===== src/rtl/axi_inf_write_burst_core.sv =====
// AXI4 write controller: splits one long write request into single-outstanding INCR bursts.
// Optional define AXI_4K_SPLIT_EN additionally clips each burst at the 4 KB address boundary.
module axi_inf_write_burst_core #(
   parameter int unsigned IDSIZE    = 3,
   parameter int unsigned ID        = 0,
   parameter int unsigned LSIZE     = 16,
   parameter int unsigned ASIZE     = 32,
   parameter int unsigned DSIZE     = 256,
   parameter int unsigned LENW      = 8,
   parameter int unsigned MAX_BURST = 256
) (
   input  logic              axi_aclk,
   input  logic              axi_resetn,
   input  logic              write_req,
   input  logic [LSIZE-1:0]  req_len,
   input  logic [ASIZE-1:0]  req_addr,
   output logic              req_resp,
   output logic              req_done,
   output logic              req_err,
   output logic              busy,
   output logic              pull_data_en,
   output logic [IDSIZE-1:0] axi_awid,
   output logic [ASIZE-1:0]  axi_awaddr,
   output logic [LENW-1:0]   axi_awlen,
   output logic [2:0]        axi_awsize,
   output logic [1:0]        axi_awburst,
   output logic              axi_awlock,
   output logic [3:0]        axi_awcache,
   output logic [2:0]        axi_awprot,
   output logic [3:0]        axi_awqos,
   output logic              axi_awvalid,
   input  logic              axi_awready,
   input  logic              axi_wvalid,
   input  logic              axi_wready,
   output logic              axi_wlast,
   output logic              axi_bready,
   input  logic [IDSIZE-1:0] axi_bid,
   input  logic [1:0]        axi_bresp,
   input  logic              axi_bvalid
);

   localparam int unsigned BYTES = DSIZE / 8;
   localparam int unsigned SZ    = $clog2(BYTES);
   localparam int unsigned BLW   = LENW + 1;
   localparam int unsigned CW0   = (LSIZE > BLW) ? LSIZE : BLW;
   localparam int unsigned CW    = (CW0 > 13) ? CW0 : 13;

   typedef enum logic [2:0] {
      S_IDLE, S_CALC, S_SET_VLD, S_WAIT_LAST, S_SET_BRDY, S_NEXT, S_DONE
   } state_t;

   state_t            state;
   state_t            state_next;
   logic [ASIZE-1:0]  addr;
   logic [LSIZE-1:0]  rem;
   logic [BLW-1:0]    blen;
   logic [LENW-1:0]   bcnt;
   logic              err;
   logic [CW-1:0]     blen_c;
   logic              beat_c;
   logic              wlast_c;
   logic              own_b_c;
`ifdef AXI_4K_SPLIT_EN
   logic [CW-1:0]     room_c;
`endif

   assign axi_awid    = IDSIZE'(ID);
   assign axi_awsize  = 3'(SZ);
   assign axi_awburst = 2'b01;
   assign axi_awlock  = 1'b0;
   assign axi_awcache = 4'd0;
   assign axi_awprot  = 3'd0;
   assign axi_awqos   = 4'd0;

   assign beat_c    = axi_wvalid & axi_wready;
   assign wlast_c   = (state == S_WAIT_LAST) && (bcnt == axi_awlen);
   assign axi_wlast = wlast_c;
   assign own_b_c   = axi_bvalid && (axi_bid == IDSIZE'(ID));

   // Length of the next burst: remaining beats clipped to the burst cap (and the 4 KB page)
   always_comb begin
      blen_c = CW'(rem);
      if (blen_c > CW'(MAX_BURST)) blen_c = CW'(MAX_BURST);
`ifdef AXI_4K_SPLIT_EN
      room_c = CW'((13'h1000 - {1'b0, addr[11:0]}) >> SZ);
      if (blen_c > room_c) blen_c = room_c;
`endif
   end

   always_ff @(posedge axi_aclk or negedge axi_resetn) begin
      if (!axi_resetn) state <= S_IDLE;
      else             state <= state_next;
   end

   always_comb begin
      state_next = state;
      case (state)
         S_IDLE:      if (write_req) state_next = (req_len == '0) ? S_DONE : S_CALC;
         S_CALC:      state_next = S_SET_VLD;
         S_SET_VLD:   if (axi_awready) state_next = S_WAIT_LAST;
         S_WAIT_LAST: if (beat_c && wlast_c) state_next = S_SET_BRDY;
         S_SET_BRDY:  if (own_b_c) state_next = S_NEXT;
         S_NEXT:      state_next = (rem == LSIZE'(blen)) ? S_DONE : S_CALC;
         S_DONE:      state_next = S_IDLE;
         default:     state_next = S_IDLE;
      endcase
   end

   // Handshake outputs are decoded from the next state so they are high exactly in their state
   always_ff @(posedge axi_aclk or negedge axi_resetn) begin
      if (!axi_resetn) begin
         addr         <= '0;
         rem          <= '0;
         blen         <= '0;
         bcnt         <= '0;
         err          <= 1'b0;
         axi_awaddr   <= '0;
         axi_awlen    <= '0;
         axi_awvalid  <= 1'b0;
         axi_bready   <= 1'b0;
         pull_data_en <= 1'b0;
         req_resp     <= 1'b0;
         req_done     <= 1'b0;
         req_err      <= 1'b0;
         busy         <= 1'b0;
      end else begin
         req_resp     <= (state == S_IDLE) && write_req;
         req_done     <= (state_next == S_DONE);
         req_err      <= (state_next == S_DONE) && err;
         busy         <= (state_next != S_IDLE);
         axi_awvalid  <= (state_next == S_SET_VLD);
         pull_data_en <= (state_next == S_WAIT_LAST);
         axi_bready   <= (state_next == S_SET_BRDY);
         case (state)
            S_IDLE: begin
               if (write_req) begin
                  addr <= req_addr;
                  rem  <= req_len;
               end
            end
            S_CALC: begin
               blen       <= BLW'(blen_c);
               axi_awaddr <= addr;
               axi_awlen  <= LENW'(blen_c - CW'(1));
            end
            S_WAIT_LAST: begin
               if (beat_c) bcnt <= wlast_c ? '0 : bcnt + LENW'(1);
            end
            S_SET_BRDY: begin
               if (own_b_c) err <= err | (axi_bresp != 2'b00);
            end
            S_NEXT: begin
               addr <= addr + (ASIZE'(blen) << SZ);
               rem  <= rem - LSIZE'(blen);
            end
            S_DONE: err <= 1'b0;
            default: ;
         endcase
      end
   end

endmodule


===== config.mk =====
export PLATFORM = sky130hd
export DESIGN_NAME = axi_inf_write_burst_core
export DESIGN_NICKNAME = d
export VERILOG_FILES = /design/src/rtl/axi_inf_write_burst_core.sv
export SDC_FILE = /design/constraint.sdc
export NUM_CORES = 1
export LEC_CHECK = 0
export ABC_CLOCK_PERIOD_IN_PS = 3400
export BUFFER_PORTS_ARGS = -buffer_cell sky130_fd_sc_hd__buf_2
export CORE_ASPECT_RATIO = 0.5
export CORE_MARGIN = 2
export CORE_UTILIZATION = 50
export DETAILED_ROUTE_END_ITERATION = 16
export MAX_ROUTING_LAYER = met4
export PLACE_DENSITY = 0.82
export SETUP_SLACK_MARGIN = 0.02
export SYNTH_ARGS = -nofsm -noshare
export SYNTH_HDL_FRONTEND = slang
export SYNTH_SLANG_ARGS = --single-unit
export TNS_END_PERCENT = 5

===== constraint.sdc =====
create_clock -name axi_aclk -period 3.4 [get_ports axi_aclk]
set_input_delay 0.68 -clock axi_aclk [delete_from_list [all_inputs] [get_ports axi_aclk]]
set_output_delay 0.68 -clock axi_aclk [all_outputs]
set_load 0.02 [all_outputs]

# Yosys cells after proc, flatten, opt, wreduce, memory -nomap -nowiden
# Cells that the tools add are included.
dict set report word_totals {
  ff_bits 116
  in_bits 60
  output_inout_bits 68
  wordCells 66
}
dict set report classes {
  add_sub_neg 4
  n_lt_le_gt_ge 1
  eq_ne 14
  mux 15
  bitwise 2
  n_reduce_logical 15
}
# op n
set ops {}
lappend ops {{$pmux 32 s2} 1}
lappend ops {{$add 32x14->32} 1}
lappend ops {{$mux 32} 1}
lappend ops {{$pmux 16 s2} 1}
lappend ops {{$mux 3} 6}
lappend ops {{$pmux 3 s6} 1}
lappend ops {{$eq 16x9->1} 1}
lappend ops {{$gt 16x9->1 const B} 1}
lappend ops {{$logic_not 16->1} 1}
lappend ops {{$mux 16} 1}
lappend ops {{$sub 16x9->16} 1}
lappend ops {{$eq 3x3->1 const B} 5}
lappend ops {{$eq 3x2->1 const B} 4}
lappend ops {{$mux 9} 1}
lappend ops {{$add 8x1->8 const B} 1}
lappend ops {{$eq 8x8->1} 1}
lappend ops {{$mux 8} 1}
lappend ops {{$sub 8x1->8 const B} 1}
lappend ops {{$logic_not 3->1} 2}
lappend ops {{$reduce_and 2->1} 3}
lappend ops {{$reduce_bool 2->1} 3}
lappend ops {{$logic_and 1x1->1} 5}
lappend ops {{$ne 2x2->1 const B} 2}
lappend ops {{$eq 3x1->1 const B} 1}
lappend ops {{other kinds (5)} 5}

# Longest topological paths before layout
# Gate-level depths: netlist (run 1).
dict set report depth {
  ltp_word 7
  ltp_mapped 9
  depth_no_buf 9
}

# Worst setup path after synthesis (run 1)
# No wires, ideal clock.
dict set report synth_timing {
  path_type {register to register}
  from {reg addr[5]}
  to {reg addr[25]}
  setup_time_ns 0.116
  arrival_ns 2.366
  required_ns 3.284
  path_slack_ns 0.918
  stages_incl_launch_ff 10
  path_buffers 1
  period_less_slack_ns 2.482
  cell_sequence {dfrtp_1 > ha_1 > fa_1 > a211oi_1 > o21bai_1 > a211oi_1 > or3_1 > clkbuf_1 > o211ai_1 > o311ai_0}
}
dict set report synth_via {
  elab_chain_len 2
}
# item line_no
set synth_lines {}
lappend synth_lines {{start, declared} 54} ;# logic [ASIZE-1:0] addr;
lappend synth_lines {{start signal, assigned} 137} ;# addr <= req_addr;
lappend synth_lines {{start signal, assigned} 153} ;# addr <= addr + (ASIZE'(blen) << SZ);
lappend synth_lines {{$add 32x14->32} 153}
lappend synth_lines {{$pmux 32 s2} 134} ;# case (state)
# No other way between the ends.
# A chain may end at the register's enable or synchronous reset.

# Worst setup path in the final report (run 1)
dict set report layout_timing {
  from {reg rem[10]}
  to {reg axi_awlen[4]}
}
dict set report layout_via {
  elab_chain_len 3
}
# item line_no
set layout_lines {}
lappend layout_lines {{start, declared} 55} ;# logic [LSIZE-1:0] rem;
lappend layout_lines {{start signal, assigned} 138} ;# rem <= req_len;
lappend layout_lines {{start signal, assigned} 154} ;# rem <= rem - LSIZE'(blen);
lappend layout_lines {{$gt 16x9->1} 83} ;# if (blen_c > CW'(MAX_BURST)) blen_c = CW'(MAX_BURST);
lappend layout_lines {{$mux 9} 83}
lappend layout_lines {{$sub 8x1->8} 144} ;# axi_awlen <= LENW'(blen_c - CW'(1));
lappend layout_lines {{end signal, assigned} 144}
lappend layout_lines {{end, declared} 24} ;# output logic [LENW-1:0] axi_awlen,
# No other way between the ends.

==> qor.csv, run 1 <==
stage,metric,value,unit
outcome,status,"complete, no violations",
floorplanning,start_util,0.523,
floorplanning,die_x,163,µm
floorplanning,coreArea,12100,µm²
critical_path,critPathRequiredTime,3720,ps
floorplanning,dieHeight,83.5,µm
placement,gp_congestion,0.920,
run,drv_cap,0,
critical_path,start_kind,register,
logic_synthesis,synth_mux_area_frac,0.00515,
logic_synthesis,synth-edff-count,0,
logic_synthesis,synth_top_family_by_area,simple AND/OR/NAND/NOR gates,
logic_synthesis,synth_compound_area_frac,0.178,
sta,hold_slack,250,ps
layout,register_area,2900,µm²
route,vias,5741,
logic_synthesis,ys_top_cells_by_area,"dfrtp_1, nand2_1, ha_1",
power_and_ir_drop,ir_drop,0.232,mV
clocking,post_cts_buffers,0,
global_routing,grt_pass1_wl,28100,µm
sta,worst_pin_slew,1060,ps
logic_synthesis,yosys.area.top_type,dfrtp_1,
route,drtAntennaViolNets,0,
logic_synthesis,synth_top_area_share,0.459,
clocking,hold_buffers,0,
clocking,cts_buffer_depth,2,
power_and_ir_drop,powerDensity,449,nW/µm²
layout,multi_input_area,3150,µm²
logic_synthesis,synthArstFlopShare,1.00,
global_routing,grt_usage,0.268,
power_and_ir_drop,power.leakage,3.50,nW
logic_synthesis,syn_area,6320,µm²
layout,syn2layout_area_growth,19.4,%
floorplanning,ios,128,
placement,preCtsSetupSlack,804,ps
critical_path,path_class,register to register,
route,drcViolationCount,0,
global_routing,grt_remaining_overflow,0,
clocking,cts-root-buf,clkbuf_16,
layout,drive_gt1_frac,0.201,
critical_path,crit_path_max_fanout,8,
sta,slew_viol_final,0,
clocking,cts-htree-levels,4,
logic_synthesis,ys_seq_elements,116,
sta,setup_violations,0,
route,first_pass_iters,5,
placement,port_buffers,107,
floorplanning,std_cell_rows,28,
placement,post-dp-hpwl,11700,µm
logic_synthesis,postSynthCellCount,709,
logic_synthesis,yosysUniqueCellTypes,67,
route,wirelength,16700,µm
layout,nFillCells,1024,
global_routing,antenna_found_initial,0,
logic_synthesis,syn_avg_cell_area,8.92,µm²
sta,setup_slack,735,ps
clocking,clock_sinks,116,
clocking,cts_tree,built,
sta,rsz0062_at_grt,false,
clocking,path_clk_slew,50,ps
sta,relSlewSlack,0.291,
route,drt_iter0_drc,445,
global_routing,grt_pass1_vias,5695,
logic_synthesis,yosys_warnings,0,
logic_synthesis,ys_seq_area_frac,0.459,
layout,antenna_cells,0,
sta,hold_viol_final,0,
clocking,clkLatencyLatePin,410,ps
route,routed_via_density,5.79,
critical_path,end_kind,register,
route,wl_per_cell,16.9,µm
clocking,cts_resized,0,
sta,skew,7.02,ps
logic_synthesis,synth_xor_area_frac,0.0319,
global_routing,grt_max_degree,55,
sta,fin_crit_sh,0.784,
critical_path,r2r_slack,730,ps
sta,fin_setup_tns,0,ps
logic_synthesis,ys.flop_type,dfrtp_1,
critical_path,arrival,2990,ps
logic_synthesis,synth_adder_area_share,0.0459,
sta,timing.fmax,375,MHz
sta,min_period,2670,ps
logic_synthesis,synth-simple-area-share,0.224,
min_path,hold_class,input port to asynchronous set/reset pin,
layout,nets,895,
floorplanning,die_area,13600,µm²
clocking,cts-buffers-inserted,17,
-- cells in the mapped netlist (all sizes together), types with 2 or more instances --
cell type and count:
nand3 17, o211ai 13, or3 8, a221oi 2, a211oi 12, a311oi 8
o311ai 9, nand2b 2, buf 22, nand3b 3, nor3 16, fa 2
nor2 53, o21bai 3, conb 2, a41o 3, o31ai 2, nand2 164
a21o 8, mux2 2, and2 4, o21a 6, clkbuf 28, a31oi 8
a31o 2, ha 20, or2 3, a22oi 6, nor4 8, xnor2 11
inv 21, a21oi 22, nor2b 5, o21ai 37, and4 3, o221ai 2
o221a 4, xor2 12, dfrtp 116, nand4 12, o22ai 5, a221o 2
or4 5, and3 4
-- state kept, by name, indices dropped and copies added, names as in the netlist, 3 cells and up --
signal      count
rem            16
addr           32
state           3
axi_awaddr     32
axi_awlen       8
blen            9
bcnt            8
-- worst paths after layout --
check | from | cells after the start | endpoint
setup / recovery | rem[10]$_DFFE_PN0P_ | 7 | axi_awlen[4]$_DFFE_PN0P_
min in group axi_aclk | req_addr[3] | 3 | addr[3]$_DFFE_PN0P_
hold reg to reg | addr[0]$_DFFE_PN0P_ | 2 | axi_awaddr[0]$_DFFE_PN0P_
setup reg to reg | rem[10]$_DFFE_PN0P_ | 7 | axi_awlen[4]$_DFFE_PN0P_
hold / removal | axi_resetn | 1 | axi_awaddr[11]$_DFFE_PN0P_
max in group asynchronous | axi_resetn | 2 | rem[7]$_DFFE_PN0P_
-- routing by layer --
| layer | GRT usage | vias to the layer above | part of all wire |
|---|---|---|---|
| li1 | - | 2707 | - |
| met1 | 0.353 | 2782 | 0.45 |
| met2 | 0.414 | 232 | 0.46 |
| met3 | 0.0651 | 20 | 0.072 |
| met4 | 0.0764 | 0 | 0.012 |
| met5 | - | - | 0 |
-- metrics by stage --
| step | std cells | total power [mW] | instance area [µm²] | util |
|---|---|---|---|---|
| 2_1_floorplan | 727 | 1.55 | 6390 | - |
| 3_3_place_gp | 959 | 1.61 | 6960 | 0.576 |
| 3_5_place_dp | 959 | 1.62 | 6960 | 0.576 |
| 4_1_cts | 991 | 3.40 | 7550 | 0.625 |
| 5_1_grt | 991 | 3.50 | 7550 | 0.625 |
| 6_report | 991 | 3.39 | 7550 | 0.625 |
-- placed cells by master, fill, tap and decap left out, drive strengths merged, types with 4 or more instances in the layout --
cell type,Yosys,layout
nand2,164,164
buf,22,117
dfrtp,116,116
nor2,53,53
o21ai,37,37
a21oi,22,22
clkbuf,28,22
inv,21,21
ha,20,20
conb,2,20
nand3,17,17
nor3,16,16
o211ai,13,13
nand4,12,12
xor2,12,12
a211oi,12,12
xnor2,11,11
o311ai,9,9
a21o,8,8
a311oi,8,8
a31oi,8,8
or3,8,8
nor4,8,8
clkinv,1,7
o21a,6,6
a22oi,6,6
nor2b,5,5
o22ai,5,5
or4,5,5
and2,4,4
and3,4,4
o221a,4,4
-- worst max-delay path, cell delays in order, from the launching register on --
cell and delay, ps:
dfrtp_1 400, or4_4 580, or4_4 480, a21oi_2 290, nand2_1 140, ha_1 270, a41o_1 240, o21ai_0 170
-- layout make-up --
type / count / share of cell area
clock buffer: 22 / 0.0602
sequential: 116 / 0.384
timing repair buffer: 117 / 0.0829
tap: 165 / 0.0273
multi-input combinational: 539 / 0.417
clock inverter: 10 / 0.0174
inverter: 22 / 0.0109
-- power by group --
group,total (mW),switching (mW),internal (mW)
Clock,1.80,0.630,1.16
Combinational,0.153,0.0904,0.0629
Sequential,1.44,0.0362,1.41
-- logic make-up (layout without fill, tap and decap cells) --
family          Yosys count  in the layout
buf+inv                  72            171
other cells               2             20
flops                   116            116
compound gates          161            161
fa+ha+maj                22             22
simple gates            310            310
mux                       3              3
xor+xnor                 23             23
Note: power is estimated with default switching activity, not from simulation.
==> run 2: changes to the inputs <==
--- a/config.mk
+++ b/config.mk
@@ -5,7 +5,7 @@
 export SDC_FILE = /design/constraint.sdc
 export NUM_CORES = 1
 export LEC_CHECK = 0
-export ABC_CLOCK_PERIOD_IN_PS = 3400
+export ABC_CLOCK_PERIOD_IN_PS = 2500
 export BUFFER_PORTS_ARGS = -buffer_cell sky130_fd_sc_hd__buf_2
 export CORE_ASPECT_RATIO = 0.5
 export CORE_MARGIN = 2
==> constraint.sdc (replaced) <==
create_clock -name axi_aclk -period 2.5 [get_ports axi_aclk]
set_input_delay 0.5 -clock axi_aclk [delete_from_list [all_inputs] [get_ports axi_aclk]]
set_output_delay 0.5 -clock axi_aclk [all_outputs]
set_load 0.02 [all_outputs]
==> run 2 against run 1 <==
Compared with the run above: via count rose by 2.2%; clock power rose by 34%; power rose by 35%; critical path type unchanged; highest routed layer unchanged.
==> qor.csv, run 2 (synthesis results as in run 1) <==
stage,metric,value,unit
floorplanning,start_util,0.523,
sta,rsz0062_at_grt,true,
sta,min_period,2430,ps
sta,setup_violations,0,
sta,skew,9.14,ps
placement,postPlaceCellArea,7150,µm²
floorplanning,die_area,13600,µm²
critical_path,path_class,register to register,
floorplanning,std_cell_rows,28,
floorplanning,die_x,163,µm
clocking,clkLatencyLatePin,430,ps
critical_path,critPathMaxStageDelay,580,ps
power_and_ir_drop,powerDensity,588,nW/µm²
route,drcViolationCount,0,
clocking,cts_buffer_depth,2,
critical_path,crit_slowest_cell,or4_4,
outcome,status,"complete, no violations",
critical_path,regToRegEndpoint,axi_awlen[4]$_DFFE_PN0P_,
route,drtAntennaViolNets,0,
sta,fin_crit_sh,0.972,
critical_path,r2r_cells,7,
critical_path,r2r-start,rem[12]$_DFFE_PN0P_,
global_routing,grt_pass1_vias,5720,
floorplanning,dieHeight,83.5,µm
global_routing,grt_max_degree,54,
route,first_pass_iters,7,
layout,post-route-util,0.643,
clocking,clock_sinks,116,
power_and_ir_drop,ir_drop,0.342,mV
global_routing,grt_pass1_wl,28100,µm
critical_path,cp_common_cell,or4_4,
route,vias,5867,
clocking,path_clk_slew,60,ps
route,routed_via_density,5.80,
layout,antenna_cells,0,
sta,worst_pin_slew,1070,ps
critical_path,arrival,2770,ps
critical_path,path_cells,or4_4 > or4_4 > a21oi_4 > nand2_1 > ha_4 > a41o_1 > o21ai_0,
critical_path,critPathRequiredTime,2840,ps
min_path,hold_class,input port to asynchronous set/reset pin,
placement,gp_congestion,1.06,
route,wirelength,17400,µm
layout,finalNonFillerCells,1012,
route,wl_per_cell,17.2,µm
route,drt_iter0_drc,515,
sta,fin_setup_tns,0,ps
critical_path,r2r_slack,70,ps
run,drv_cap,0,
placement,dp_cells,980,
clocking,cts_tree,built,
critical_path,end_kind,register,
global_routing,antenna_found_initial,0,
layout,fin_area,7780,µm²
layout,nets,916,
clocking,hold_buffers,0,
layout,reg_top3,"addr (32), axi_awaddr (32), rem (16)",
layout,final_common_cell,nand2_1,
sta,slew_viol_final,0,
placement,port_buffers,107,
clocking,cts-buffers-inserted,17,
placement,post-dp-hpwl,12000,µm
power_and_ir_drop,power.leakage,3.61,nW
floorplanning,coreArea,12100,µm²
critical_path,cp_num_buf_inv,0,
floorplanning,ios,128,
sta,hold_viol_final,0,
global_routing,grt_remaining_overflow,0,
layout,syn2layout_area_growth,23.0,%
clocking,cts-root-buf,clkbuf_16,
sta,relSlewSlack,0.285,
sta,timing.fmax,411,MHz
layout,drive_gt1_frac,0.233,
global_routing,grt_usage,0.270,
critical_path,crit_path_max_fanout,6,
layout,mostFrequentLayoutCells,"nand2_1, dfrtp_1, buf_2, nor2_1, o21ai_0",
clocking,cts-htree-levels,4,
sta,hold_slack,0.559,ps
critical_path,start_kind,register,
critical_path,cp_top_family,simple AND/OR/NAND/NOR gates,
run 2: how the worst max path moves through the flow:
stage | slack (ps) | depth (start not counted) | from | endpoint
6_report | 70 | 7 | rem[12]$_DFFE_PN0P_ | axi_awlen[4]$_DFFE_PN0P_
5_1_grt | 7 | 7 | rem[12]$_DFFE_PN0P_ | axi_awlen[4]$_DFFE_PN0P_
4_1_cts | 20 | 7 | rem[10]$_DFFE_PN0P_ | axi_awlen[4]$_DFFE_PN0P_
3_5_place_dp | 30 | 7 | rem[10]$_DFFE_PN0P_ | axi_awlen[4]$_DFFE_PN0P_
3_3_place_gp | 120 | 8 | rem[10]$_DFFE_PN0P_ | axi_awlen[6]$_DFFE_PN0P_
2_1_floorplan | 110 | 7 | rem[10]$_DFFE_PN0P_ | axi_awlen[4]$_DFFE_PN0P_
run 2: cell type report:
cell class / instances / area, µm²
fillers: 977 / 4310
multi-input cells: 539 / 3190
flip-flops and latches: 116 / 2900
repair buffers: 138 / 808
clock buffers: 17 / 425
well taps: 165 / 206
clock inverters: 15 / 159
inverters: 22 / 82.6
run 2: repair_timing:
item                                    in CTS  in global routing
endpoints found under the setup margin       2                 14
pin swaps                                    0                  2
gates resized for setup                      1                 10
cloned                                       0                  0
buffers inserted                             0                  0
run 2: power breakdown:
| group | internal, mW | switching (mW) | total, mW | leakage (nW) |
|---|---|---|---|---|
| combinational | 0.0863 | 0.122 | 0.208 | 2.02 |
| clock | 1.47 | 0.940 | 2.41 | 0.280 |
| sequential | 1.91 | 0.0461 | 1.96 | 1.31 |
| total | 3.47 | 1.11 | 4.58 | 3.61 |
run 2: per-layer routing:
| layer | part of all wire | GRT usage | up-vias |
|---|---|---|---|
| li1 | - | - | 2746 |
| met1 | 0.45 | 0.350 | 2838 |
| met2 | 0.46 | 0.419 | 241 |
| met3 | 0.069 | 0.0537 | 42 |
| met4 | 0.026 | 0.111 | 0 |
| met5 | 0 | - | - |
run 2: stage by stage:
stage / power, mW / setup slack (ps)
after CTS: 4.60 / 22.4
after floorplan: 2.10 / 111
after detailed placement: 2.20 / 29.3
after global placement: 2.19 / 120
after global routing: 4.72 / 7.15
final: 4.58 / 69.8
==> run 3: changes to the inputs <==
--- a/config.mk
+++ b/config.mk
@@ -7,12 +7,15 @@
 export LEC_CHECK = 0
 export ABC_CLOCK_PERIOD_IN_PS = 2500
 export BUFFER_PORTS_ARGS = -buffer_cell sky130_fd_sc_hd__buf_2
+export CELL_PAD_IN_SITES_DETAIL_PLACEMENT = 0
+export CELL_PAD_IN_SITES_GLOBAL_PLACEMENT = 2
 export CORE_ASPECT_RATIO = 0.5
 export CORE_MARGIN = 2
-export CORE_UTILIZATION = 50
+export CORE_UTILIZATION = 33
 export DETAILED_ROUTE_END_ITERATION = 16
 export MAX_ROUTING_LAYER = met4
-export PLACE_DENSITY = 0.82
+export PLACE_DENSITY = 0.88
+export RECOVER_POWER = 50
 export SETUP_SLACK_MARGIN = 0.02
 export SYNTH_ARGS = -nofsm -noshare
 export SYNTH_HDL_FRONTEND = slang
==> run 3 against run 2 <==
Compared with the run above: register-to-register slack improved by 40 ps; largest cell class unchanged; critical path type unchanged; clock-buffer cell count rose by 5; sequential cell count did not move; global-route usage fell by 7.8 points; hold slack improved by 280 ps; first-iteration DRC count fell by 43%; clock skew rose by 1.9 ps; highest routed layer unchanged.
==> qor.csv, run 3 (synthesis results as in run 1) <==
stage,metric,value,unit
route,routed_via_density,5.07,
route,vias,5653,
sta,fin_crit_sh,0.956,
min_path,worstHoldStart,req_addr[4],
sta,worst_pin_slew,1190,ps
critical_path,critPathMaxStageDelay,510,ps
critical_path,cp_top_family,compound AO/OA/AOI/OAI gates,
layout,fin_area,7910,µm²
global_routing,grt_remaining_overflow,0,
sta,setup_violations,0,
sta,slew_viol_final,0,
critical_path,path_cells,ha_1 > a211oi_2 > o21bai_1 > a211oi_2 > buf_4 > buf_4 > or4b_1 > a21oi_1 > o211ai_1,
global_routing,antenna_found_initial,0,
critical_path,r2r_cells,9,
min_path,hold_class,input port to register,
sta,rsz0062_at_grt,true,
sta,min_period,2390,ps
critical_path,crit_path_max_fanout,5,
placement,postPlaceCellArea,7310,µm²
power_and_ir_drop,power.leakage,3.59,nW
floorplanning,die_x,200,µm
global_routing,grt_usage,0.192,
run,drv_cap,0,
sta,skew,11.0,ps
layout,drive_gt1_frac,0.214,
route,wirelength,18100,µm
critical_path,crit_slowest_cell,or4b_1,
placement,gp_congestion,0.872,
floorplanning,std_cell_rows,35,
sta,relSlewSlack,0.205,
clocking,cts-root-buf,clkbuf_16,
power_and_ir_drop,ir_drop,0.485,mV
critical_path,start_kind,register,
critical_path,r2r_slack,110,ps
min_path,holdPathEnd,addr[4]$_DFFE_PN0P_,
min_path,hold_depth,3,
layout,nets,925,
floorplanning,coreArea,18600,µm²
layout,reg_top3,"addr (32), axi_awaddr (32), rem (16)",
route,first_pass_iters,4,
placement,post-dp-hpwl,13300,µm
power_and_ir_drop,power,4.63,mW
critical_path,arrival,2680,ps
critical_path,r2r-start,addr[7]$_DFFE_PN0P_,
floorplanning,die_area,20300,µm²
sta,hold_viol_final,0,
route,drtAntennaViolNets,0,
critical_path,cp_num_buf_inv,2,
clocking,cts-htree-levels,4,
layout,antenna_cells,0,
critical_path,path_class,register to register,
floorplanning,dieHeight,102,µm
clocking,path_clk_slew,50,ps
route,wl_per_cell,16.2,µm
layout,nFillCells,1921,
clocking,cts_tree,built,
critical_path,end_kind,register,
route,drt_iter0_drc,292,
floorplanning,ios,128,
clocking,clock_sinks,116,
placement,port_buffers,107,
sta,timing.fmax,418,MHz
critical_path,critPathRequiredTime,2790,ps
layout,syn2layout_area_growth,25.1,%
global_routing,grt_pass1_vias,5514,
outcome,status,"complete, no violations",
layout,mostFrequentLayoutCells,"nand2_1, dfrtp_1, buf_2, nor2_1, o21ai_0",
clocking,clkLatencyLatePin,410,ps
clocking,cts-buffers-inserted,17,
power_and_ir_drop,powerDensity,585,nW/µm²
route,drcViolationCount,0,
global_routing,grt_pass1_wl,29000,µm
global_routing,grt_max_degree,50,
floorplanning,start_util,0.340,
sta,fin_setup_tns,0,ps
critical_path,regToRegEndpoint,addr[31]$_DFFE_PN0P_,
sta,hold_slack,280,ps
clocking,cts_buffer_depth,2,
layout,final_common_cell,nand2_1,
run 3: cell count changes in the layout (fill, tap and decap cells not counted), moves of 2 or more:
| cell | change |
|---|---|
| clkbuf_1 | +24 |
| buf_2 | -18 |
| buf_4 | +4 |
| clkinv_4 | -4 |
| clkbuf_2 | +3 |
| clkbuf_8 | +2 |
| inv_6 | -2 |
| nor3_1 | +2 |
| nor3_2 | -2 |
| o21ai_1 | -2 |
run 3: how the worst max path moves through the flow:
stage	startpoint	to	slack, ps	cells past startpoint
finish	addr[7]$_DFFE_PN0P_	addr[31]$_DFFE_PN0P_	110	9
global route	blen[2]$_DFFE_PN0P_	addr[25]$_DFFE_PN0P_	-20	8
CTS	rem[10]$_DFFE_PN0P_	axi_awlen[6]$_DFFE_PN0P_	20	8
detailed placement	addr[5]$_DFFE_PN0P_	addr[25]$_DFFE_PN0P_	-20	8
global placement	addr[5]$_DFFE_PN0P_	addr[25]$_DFFE_PN0P_	80	8
floorplan	rem[10]$_DFFE_PN0P_	axi_awlen[4]$_DFFE_PN0P_	110	7
run 3: repair_timing:
item | CTS | global route
setup endpoints to repair | 2 | 18
hold buffers | 0 | 0
pin swaps | 0 | 3
setup buffers | 0 | 2
resized for setup | 1 | 8
run 3: per-layer routing:
layer / share of wire / global-route usage
met3: 0.043 / 0.0389
met5: 0 / -
met1: 0.50 / 0.266
met4: 0.012 / 0.0558
met2: 0.44 / 0.285
run 3: where the power goes:
| group | total (mW) | switching [mW] | internal [mW] |
|---|---|---|---|
| combinational | 0.211 | 0.126 | 0.0851 |
| sequential | 1.96 | 0.0447 | 1.91 |
| clock | 2.46 | 0.849 | 1.61 |
run 3: area by class of cell:
type | count | area, µm² | share of cell area
multi-input cells | 539 | 3180 | 0.403
inverters | 22 | 82.6 | 0.0104
repair buffers | 147 | 822 | 0.104
flip-flops and latches | 116 | 2900 | 0.367
clock inverters | 9 | 129 | 0.0163
well taps | 259 | 324 | 0.0410
clock buffers | 22 | 464 | 0.0587
run 3: metrics by stage:
stage / util / std cells / setup slack (ps)
floorplan: - / 727 / 111
global placement: 0.394 / 1081 / 83.3
detailed placement: 0.394 / 1081 / -17.2
CTS: 0.426 / 1112 / 24.4
global route: 0.426 / 1114 / -15.8
finish: 0.426 / 1114 / 110
run 3: worst register-to-register path: stages, from the launching register on:
cell and delay [ps]:
dfrtp_1 400, ha_1 410, a211oi_2 110, o21bai_1 220, a211oi_2 90, buf_4 160
buf_4 130, or4b_1 510, a21oi_1 160, o211ai_1 90
